==> src/rtl/rf_write_arbiter_pkg.sv <==
// Shared types and constants for the register-file write-port arbiter.
package rf_arb_pkg;

    // Arbiter FSM: normal arbitration, or a one-cycle forced pipeline bubble.
    typedef enum logic {
        ST_RUN   = 1'b0,
        ST_STALL = 1'b1
    } arb_state_e;

    // Handshake port indices, also used as the round-robin pointer encoding.
    localparam logic PORT_MD = 1'b0;
    localparam logic PORT_LD = 1'b1;

    // Default register-file geometry.
    localparam int RF_ADDR_W = 5;
    localparam int RF_DATA_W = 32;

    // One write request {addr, data} at the default geometry.
    typedef struct packed {
        logic [RF_ADDR_W-1:0] addr;
        logic [RF_DATA_W-1:0] data;
    } wr_req_t;

endpackage

==> src/rtl/rf_write_arbiter_if.sv <==
// Bundle of writeback sources, handshake ports and register-file write outputs.
// Handshake rule for md/ld: a transfer happens on a rising clk edge where
// valid && ready; ready is combinational, and a source keeps addr/data stable
// while valid is high and ready is low.
interface rf_write_arbiter_if #(
    parameter int DATA_W = 32,
    parameter int ADDR_W = 5
);
    logic              wb_valid;
    logic [ADDR_W-1:0] wb_addr;
    logic [DATA_W-1:0] wb_data;
    logic              md_valid;
    logic              md_ready;
    logic [ADDR_W-1:0] md_addr;
    logic [DATA_W-1:0] md_data;
    logic              ld_valid;
    logic              ld_ready;
    logic [ADDR_W-1:0] ld_addr;
    logic [DATA_W-1:0] ld_data;
    logic              pipe_stall;
    logic              RegWrite;
    logic [ADDR_W-1:0] addD;
    logic [DATA_W-1:0] WB_out;
    logic              proto_err;

    // Producers side: drives requests, observes readies and the write port.
    modport master (
        output wb_valid, wb_addr, wb_data,
        output md_valid, md_addr, md_data,
        output ld_valid, ld_addr, ld_data,
        input  md_ready, ld_ready, pipe_stall,
        input  RegWrite, addD, WB_out, proto_err
    );

    // Arbiter side.
    modport slave (
        input  wb_valid, wb_addr, wb_data,
        input  md_valid, md_addr, md_data,
        input  ld_valid, ld_addr, ld_data,
        output md_ready, ld_ready, pipe_stall,
        output RegWrite, addD, WB_out, proto_err
    );
endinterface

==> src/rtl/rf_write_arbiter_starve_ctr.sv <==
// Saturating wait counter for one handshake port plus starvation trigger.
module rf_arb_starve_ctr #(
    parameter int STARVE_LIMIT = 4
) (
    input  logic clk,
    input  logic rst_n,
    input  logic valid,
    input  logic ready,
    output logic trig
);
    localparam int CW = $clog2(STARVE_LIMIT + 1);

    logic [CW-1:0] cnt;

    // Count consecutive blocked cycles, saturating; any non-blocked cycle clears.
    always_ff @(posedge clk) begin
        if (!rst_n) begin
            cnt <= '0;
        end else if (valid && !ready) begin
            if (cnt != CW'(STARVE_LIMIT)) begin
                cnt <= cnt + CW'(1);
            end
        end else begin
            cnt <= '0;
        end
    end

    // Fire when this blocked cycle is the STARVE_LIMIT-th one. The >= keeps a
    // saturated port triggering again after a bubble served the other port.
    assign trig = valid && !ready && (cnt >= CW'(STARVE_LIMIT - 1));

endmodule

==> src/rtl/rf_write_arbiter.sv <==
// Register-file write-port arbiter: pipeline writeback has absolute priority,
// mul/div and load ports share the rest round-robin, and a starved port can
// force a one-cycle pipeline bubble. Write outputs are registered.
module rf_write_arbiter
    import rf_arb_pkg::*;
#(
    parameter int DATA_W       = 32,
    parameter int ADDR_W       = 5,
    parameter int STARVE_LIMIT = 4
) (
    input  logic                      clk,
    input  logic                      rst_n,
    rf_write_arbiter_if.slave         bus,
    output arb_state_e                dbg_state
);
    arb_state_e        state_q, state_d;
    logic              rr_q, rr_d;
    logic              stall_port_q, stall_port_d;
    logic              proto_err_q;
    logic              wr_en_q, wr_en_d;
    logic [ADDR_W-1:0] wr_addr_q, wr_addr_d;
    logic [DATA_W-1:0] wr_data_q, wr_data_d;

    logic wb_live;
    logic gnt_wb, gnt_md, gnt_ld;
    logic md_rdy, ld_rdy;
    logic md_trig, ld_trig;

    // A write to x0 never needs the port.
    assign wb_live = bus.wb_valid && (bus.wb_addr != '0);

    // Grant selection; all readies held low while in reset.
    always_comb begin
        gnt_wb = 1'b0;
        md_rdy = 1'b0;
        ld_rdy = 1'b0;
        if (rst_n) begin
            if (state_q == ST_STALL) begin
                md_rdy = (stall_port_q == PORT_MD);
                ld_rdy = (stall_port_q == PORT_LD);
            end else if (wb_live) begin
                gnt_wb = 1'b1;
            end else if (bus.md_valid && bus.ld_valid) begin
                md_rdy = (rr_q == PORT_MD);
                ld_rdy = (rr_q == PORT_LD);
            end else begin
                md_rdy = bus.md_valid;
                ld_rdy = bus.ld_valid;
            end
        end
    end

    assign gnt_md = bus.md_valid && md_rdy;
    assign gnt_ld = bus.ld_valid && ld_rdy;

    assign bus.md_ready = md_rdy;
    assign bus.ld_ready = ld_rdy;

    rf_arb_starve_ctr #(.STARVE_LIMIT(STARVE_LIMIT)) u_md_ctr (
        .clk   (clk),
        .rst_n (rst_n),
        .valid (bus.md_valid),
        .ready (md_rdy),
        .trig  (md_trig)
    );

    rf_arb_starve_ctr #(.STARVE_LIMIT(STARVE_LIMIT)) u_ld_ctr (
        .clk   (clk),
        .rst_n (rst_n),
        .valid (bus.ld_valid),
        .ready (ld_rdy),
        .trig  (ld_trig)
    );

    // Next FSM state, bubble owner and round-robin pointer.
    always_comb begin
        state_d      = ST_RUN;
        stall_port_d = stall_port_q;
        rr_d         = rr_q;
        if (state_q == ST_STALL) begin
            rr_d = ~stall_port_q;
        end else begin
            if (gnt_md) begin
                rr_d = PORT_LD;
            end else if (gnt_ld) begin
                rr_d = PORT_MD;
            end
            if (md_trig && ld_trig) begin
                state_d      = ST_STALL;
                stall_port_d = rr_q;
            end else if (md_trig) begin
                state_d      = ST_STALL;
                stall_port_d = PORT_MD;
            end else if (ld_trig) begin
                state_d      = ST_STALL;
                stall_port_d = PORT_LD;
            end
        end
    end

    // Select the write for next cycle; a handshake to x0 completes silently.
    always_comb begin
        wr_en_d   = 1'b0;
        wr_addr_d = wr_addr_q;
        wr_data_d = wr_data_q;
        if (gnt_wb) begin
            wr_en_d   = 1'b1;
            wr_addr_d = bus.wb_addr;
            wr_data_d = bus.wb_data;
        end else if (gnt_md) begin
            wr_en_d   = (bus.md_addr != '0);
            wr_addr_d = bus.md_addr;
            wr_data_d = bus.md_data;
        end else if (gnt_ld) begin
            wr_en_d   = (bus.ld_addr != '0);
            wr_addr_d = bus.ld_addr;
            wr_data_d = bus.ld_data;
        end
    end

    // State, pointer, sticky protocol error and the write-port register stage.
    always_ff @(posedge clk) begin
        if (!rst_n) begin
            state_q      <= ST_RUN;
            rr_q         <= PORT_MD;
            stall_port_q <= PORT_MD;
            proto_err_q  <= 1'b0;
            wr_en_q      <= 1'b0;
            wr_addr_q    <= '0;
            wr_data_q    <= '0;
        end else begin
            state_q      <= state_d;
            rr_q         <= rr_d;
            stall_port_q <= stall_port_d;
            proto_err_q  <= proto_err_q || ((state_q == ST_STALL) && wb_live);
            wr_en_q      <= wr_en_d;
            wr_addr_q    <= wr_addr_d;
            wr_data_q    <= wr_data_d;
        end
    end

    assign bus.pipe_stall = (state_q == ST_STALL);
    assign bus.proto_err  = proto_err_q;
    assign bus.RegWrite   = wr_en_q;
    assign bus.addD       = wr_addr_q;
    assign bus.WB_out     = wr_data_q;
    assign dbg_state      = state_q;

endmodule

==> src/flat_wrapper.sv <==
// flat-port wrapper written by rule: the top's interface ports become plain ports
module rf_write_arbiter_flat import rf_arb_pkg::*;
#(
    parameter int DATA_W       = 32,
    parameter int ADDR_W       = 5,
    parameter int STARVE_LIMIT = 4
)
  (clk, rst_n, dbg_state, bus_wb_valid, bus_wb_addr, bus_wb_data, bus_md_valid, bus_md_addr, bus_md_data, bus_ld_valid, bus_ld_addr, bus_ld_data, bus_md_ready, bus_ld_ready, bus_pipe_stall, bus_RegWrite, bus_addD, bus_WB_out, bus_proto_err);
  rf_write_arbiter_if #(.DATA_W(DATA_W), .ADDR_W(ADDR_W)) bus_i ();
  input  logic clk;
  input  logic rst_n;
  output arb_state_e dbg_state;
  input wire logic [$bits(bus_i.wb_valid)-1:0] bus_wb_valid;
  input wire logic [$bits(bus_i.wb_addr)-1:0] bus_wb_addr;
  input wire logic [$bits(bus_i.wb_data)-1:0] bus_wb_data;
  input wire logic [$bits(bus_i.md_valid)-1:0] bus_md_valid;
  input wire logic [$bits(bus_i.md_addr)-1:0] bus_md_addr;
  input wire logic [$bits(bus_i.md_data)-1:0] bus_md_data;
  input wire logic [$bits(bus_i.ld_valid)-1:0] bus_ld_valid;
  input wire logic [$bits(bus_i.ld_addr)-1:0] bus_ld_addr;
  input wire logic [$bits(bus_i.ld_data)-1:0] bus_ld_data;
  output wire logic [$bits(bus_i.md_ready)-1:0] bus_md_ready;
  output wire logic [$bits(bus_i.ld_ready)-1:0] bus_ld_ready;
  output wire logic [$bits(bus_i.pipe_stall)-1:0] bus_pipe_stall;
  output wire logic [$bits(bus_i.RegWrite)-1:0] bus_RegWrite;
  output wire logic [$bits(bus_i.addD)-1:0] bus_addD;
  output wire logic [$bits(bus_i.WB_out)-1:0] bus_WB_out;
  output wire logic [$bits(bus_i.proto_err)-1:0] bus_proto_err;
  assign bus_i.wb_valid = bus_wb_valid;
  assign bus_i.wb_addr = bus_wb_addr;
  assign bus_i.wb_data = bus_wb_data;
  assign bus_i.md_valid = bus_md_valid;
  assign bus_i.md_addr = bus_md_addr;
  assign bus_i.md_data = bus_md_data;
  assign bus_i.ld_valid = bus_ld_valid;
  assign bus_i.ld_addr = bus_ld_addr;
  assign bus_i.ld_data = bus_ld_data;
  assign bus_md_ready = bus_i.md_ready;
  assign bus_ld_ready = bus_i.ld_ready;
  assign bus_pipe_stall = bus_i.pipe_stall;
  assign bus_RegWrite = bus_i.RegWrite;
  assign bus_addD = bus_i.addD;
  assign bus_WB_out = bus_i.WB_out;
  assign bus_proto_err = bus_i.proto_err;
  rf_write_arbiter #(.DATA_W(DATA_W), .ADDR_W(ADDR_W), .STARVE_LIMIT(STARVE_LIMIT)) u_core (.clk(clk), .rst_n(rst_n), .bus(bus_i), .dbg_state(dbg_state));
endmodule
==> config.mk <==
export PLATFORM = sky130hd
export DESIGN_NAME = rf_write_arbiter_flat
export DESIGN_NICKNAME = d
export VERILOG_FILES = /design/src/rtl/rf_write_arbiter_pkg.sv /design/src/rtl/rf_write_arbiter_if.sv /design/src/rtl/rf_write_arbiter_starve_ctr.sv /design/src/rtl/rf_write_arbiter.sv /design/src/flat_wrapper.sv
export SDC_FILE = /design/constraint.sdc
export NUM_CORES = 1
export LEC_CHECK = 0
export ABC_CLOCK_PERIOD_IN_PS = 4900
export BUFFER_PORTS_ARGS = -buffer_cell sky130_fd_sc_hd__buf_4
export CORE_MARGIN = 8
export CORE_UTILIZATION = 47
export DETAILED_ROUTE_END_ITERATION = 8
export GPL_TIMING_DRIVEN = 0
export PLACE_DENSITY = 0.85
export SYNTH_ARGS = -nofsm -noshare
export SYNTH_HDL_FRONTEND = slang
export SYNTH_SLANG_ARGS = --single-unit
export TNS_END_PERCENT = 1
==> constraint.sdc <==
create_clock -name clk -period 4.9 [get_ports clk]
set_input_delay 0.245 -clock clk [delete_from_list [all_inputs] [get_ports clk]]
set_output_delay 0.245 -clock clk [all_outputs]
set_load 0.01 [all_outputs]
==> results.json <==
{
  "tritoncts": "built",
  "n_fill_cell": 450,
  "synth_top_cell_by_area": "dfxtp_1",
  "syn_inst": 306,
  "portBuffers": 156,
  "cts.path.max_buffers": 2,
  "area_growth_pct": 50.18,
  "min_period_ps": 2596,
  "grt_setup_unrepaired": "false",
  "swShare": 0.2956,
  "vias": 3068,
  "io_pins": 159,
  "combinationalPowerShare": 0.313,
  "crit_arrival_ps": 2810,
  "antenna_found_initial": 0,
  "drc_errors": 0,
  "numCtsBuffers": 5,
  "worst_path_max_delay_cell": "clkbuf_1",
  "hold_path.class": "input port to register",
  "netlist_area_sq_um": 2728,
  "timing.hold.ws_ps": 244.7,
  "ys_seq_area_frac": 0.3523,
  "drt-total-wl_mm": 10.05,
  "tightestPinTransition_ps": 692.3,
  "synth_area_per_cell_sq_um": 8.914,
  "cts.repair.resized": 0,
  "die_w_um": 92.18,
  "finalSetupTns_ps": 0,
  "maxSlewViolCount": 0,
  "hpwl_mm": 7.847,
  "die-area_sq_um": 8497,
  "async_reset_ff_frac": 0,
  "setup_viol": 0,
  "cp_cell_sequence": "clkbuf_1 > nand2_1 > o2111a_1 > nand2_1 > clkbuf_1 > clkbuf_1 > o221ai_1 > a221oi_2",
  "p_seq_frac": 0.418,
  "period_share": 0.5298,
  "wl_per_cell_um": 18.54,
  "grt_pass1_vias": 3281,
  "clkPwrFrac": 0.269,
  "synth_most_common_cell": "dfxtp_1",
  "htree_levels": 2,
  "synth_commonest_cells": "dfxtp_1 (48), inv_1 (45), a21oi_1 (41)",
  "path_class": "register to register",
  "clkTransAtPathRegs_ps": 90,
  "grt_start_max_net_pins": 15,
  "power_density_nw_per_um2": 259.9,
  "overflow": 0,
  "dp.cells": 534,
  "gp_congestion": 0.8580,
  "ys.flop_type": "dfxtp_1",
  "synthTopCellsByArea": "dfxtp_1 (35%), a221oi_2 (13%), o221ai_1 (12%)",
  "core_sq_um": 5574,
  "grt_usage": 0.2295,
  "end_kind": "register",
  "die_y_um": 92.18,
  "synth_seq_cells": 48,
  "path_max_fanout": 10,
  "firstDrtPassIters": 4,
  "cp-start-kind": "register",
  "row_count": 27,
  "required_ps": 5110,
  "syn_nets": 428,
  "worst_clock_skew_ps": 4.308,
  "clock_latency_ps": 300,
  "drv_cap": 0,
  "p_sw_w": 0.0003147,
  "critPathMostFrequentCell": "clkbuf_1",
  "power.leakage_nw": 1.791,
  "max_stage_delay_ps": 410,
  "status": "completed",
  "final_hold_viol_count": 0,
  "p_int_w": 0.0007500,
  "nNetsFinal": 591,
  "hold_buffers": 0,
  "yosys_warnings": 0,
  "final_cell_count_no_fill": 542,
  "post_cts_buffers": 0,
  "vias_per_cell": 5.661,
  "clock-root-buffer": "clkbuf_8",
  "initialDrtViolationCount": 132,
  "grt_pass1_wl_mm": 16.15,
  "ir_drop_mv": 0.2121,
  "drive_gt1_frac": 0.4234,
  "ys_types": 38,
  "synth_top_area_frac": 0.3523,
  "ant_nets": 0,
  "synth_edf_count": 0,
  "post-route-util": 0.7349,
  "numClockSinks": 48,
  "start_util": 0.4893,
  "max_freq_mhz": 385.2,
  "slew_headroom": 0.5385,
  "antenna_cells": 0
}
[registers in the layout (all words and copies together), names as in the netlist]
signal / flops
u_core.bus.pipe_stall: 1
u_core.u_ld_ctr.cnt: 3
u_core.rr_q: 1
u_core.u_md_ctr.cnt: 3
u_core.bus.proto_err: 1
u_core.bus.RegWrite: 1
u_core.bus.WB_out: 32
u_core.bus.addD: 5
u_core.stall_port_q: 1
[kinds of logic after synthesis]
group                    synth area share
AND/OR/NAND/NOR                   0.06743
flip-flops                         0.3523
AO/OA/AOI/OAI                      0.4220
XOR/XNOR                         0.006423
adder cells (fa/ha/maj)           0.02752
buffers and inverters              0.1243
[cell type report]
| cell class | count | area (sq um) | share of cell area |
|---|---|---|---|
| flip-flops and latches | 48 | 960.9 | 0.2346 |
| clock inverters | 2 | 35.03 | 0.008552 |
| inverters | 45 | 168.9 | 0.04123 |
| repair buffers | 156 | 1171 | 0.2859 |
| multi-input cells | 180 | 1428 | 0.3485 |
| well taps | 72 | 90.09 | 0.02199 |
| plain buffers | 33 | 170.2 | 0.04154 |
| clock buffers | 6 | 72.57 | 0.01772 |
[power by group through the flow]
stage	sequential, W	combinational, W	clock (W)
2_1_floorplan	0.000468	0.000154	0
5_1_grt	0.000449	0.000363	0.000308
3_5_place_dp	0.000454	0.000334	0
6_report	0.000445	0.000333	0.000286
4_1_cts	0.000445	0.000335	0.000291
3_3_place_gp	0.000452	0.000328	0
[path summary, 6_finish.rpt]
kind	start	slack (ps)	cells past startpoint	end
min reg2reg	u_core.bus.WB_out[7]	470	2	u_core.bus.WB_out[7]
max reg2reg	u_core.bus.pipe_stall	2300	8	u_core.bus.WB_out[20]
min	rst_n	240	2	u_core.bus.proto_err
max	u_core.bus.pipe_stall	2300	8	u_core.bus.WB_out[20]
[metrics by stage]
step	total power, W	cell area (sq um)	worst slack (ps)
global route	0.001120	4096	2066
floorplan	0.0006219	2728	2833
finish	0.001065	4096	2304
detailed placement	0.0007876	3989	2354
CTS	0.001071	4096	2298
global placement	0.0007800	3989	2419
[critical path, delay by kind of cell (launching register included)]
kind | cells | cell delay (ps)
AOI/OAI and AO/OA | 3 | 710
buffers and inverters | 3 | 1130
DFF | 1 | 360
and+or+nand+nor | 2 | 310
[cell usage in the layout, fill, tap and decap left out, types with 6 or more instances in the layout]
cell,n
a221oi_1,13
nand2_1,12
a221oi_2,23
dfxtp_1,48
a21oi_1,41
o221ai_1,36
clkbuf_1,23
inv_1,45
nor2_1,6
ha_1,6
buf_4,159
[metal layers]
layer | vias up | track usage | wire (um)
li1 | 1497 | - | -
met1 | 1425 | 0.2664 | 4042
met2 | 135 | 0.3951 | 4936
met3 | 11 | 0.07905 | 949
met4 | 0 | 0.05235 | 117
met5 | - | 0 | 0
Note: power is estimated with default switching activity, not from simulation.
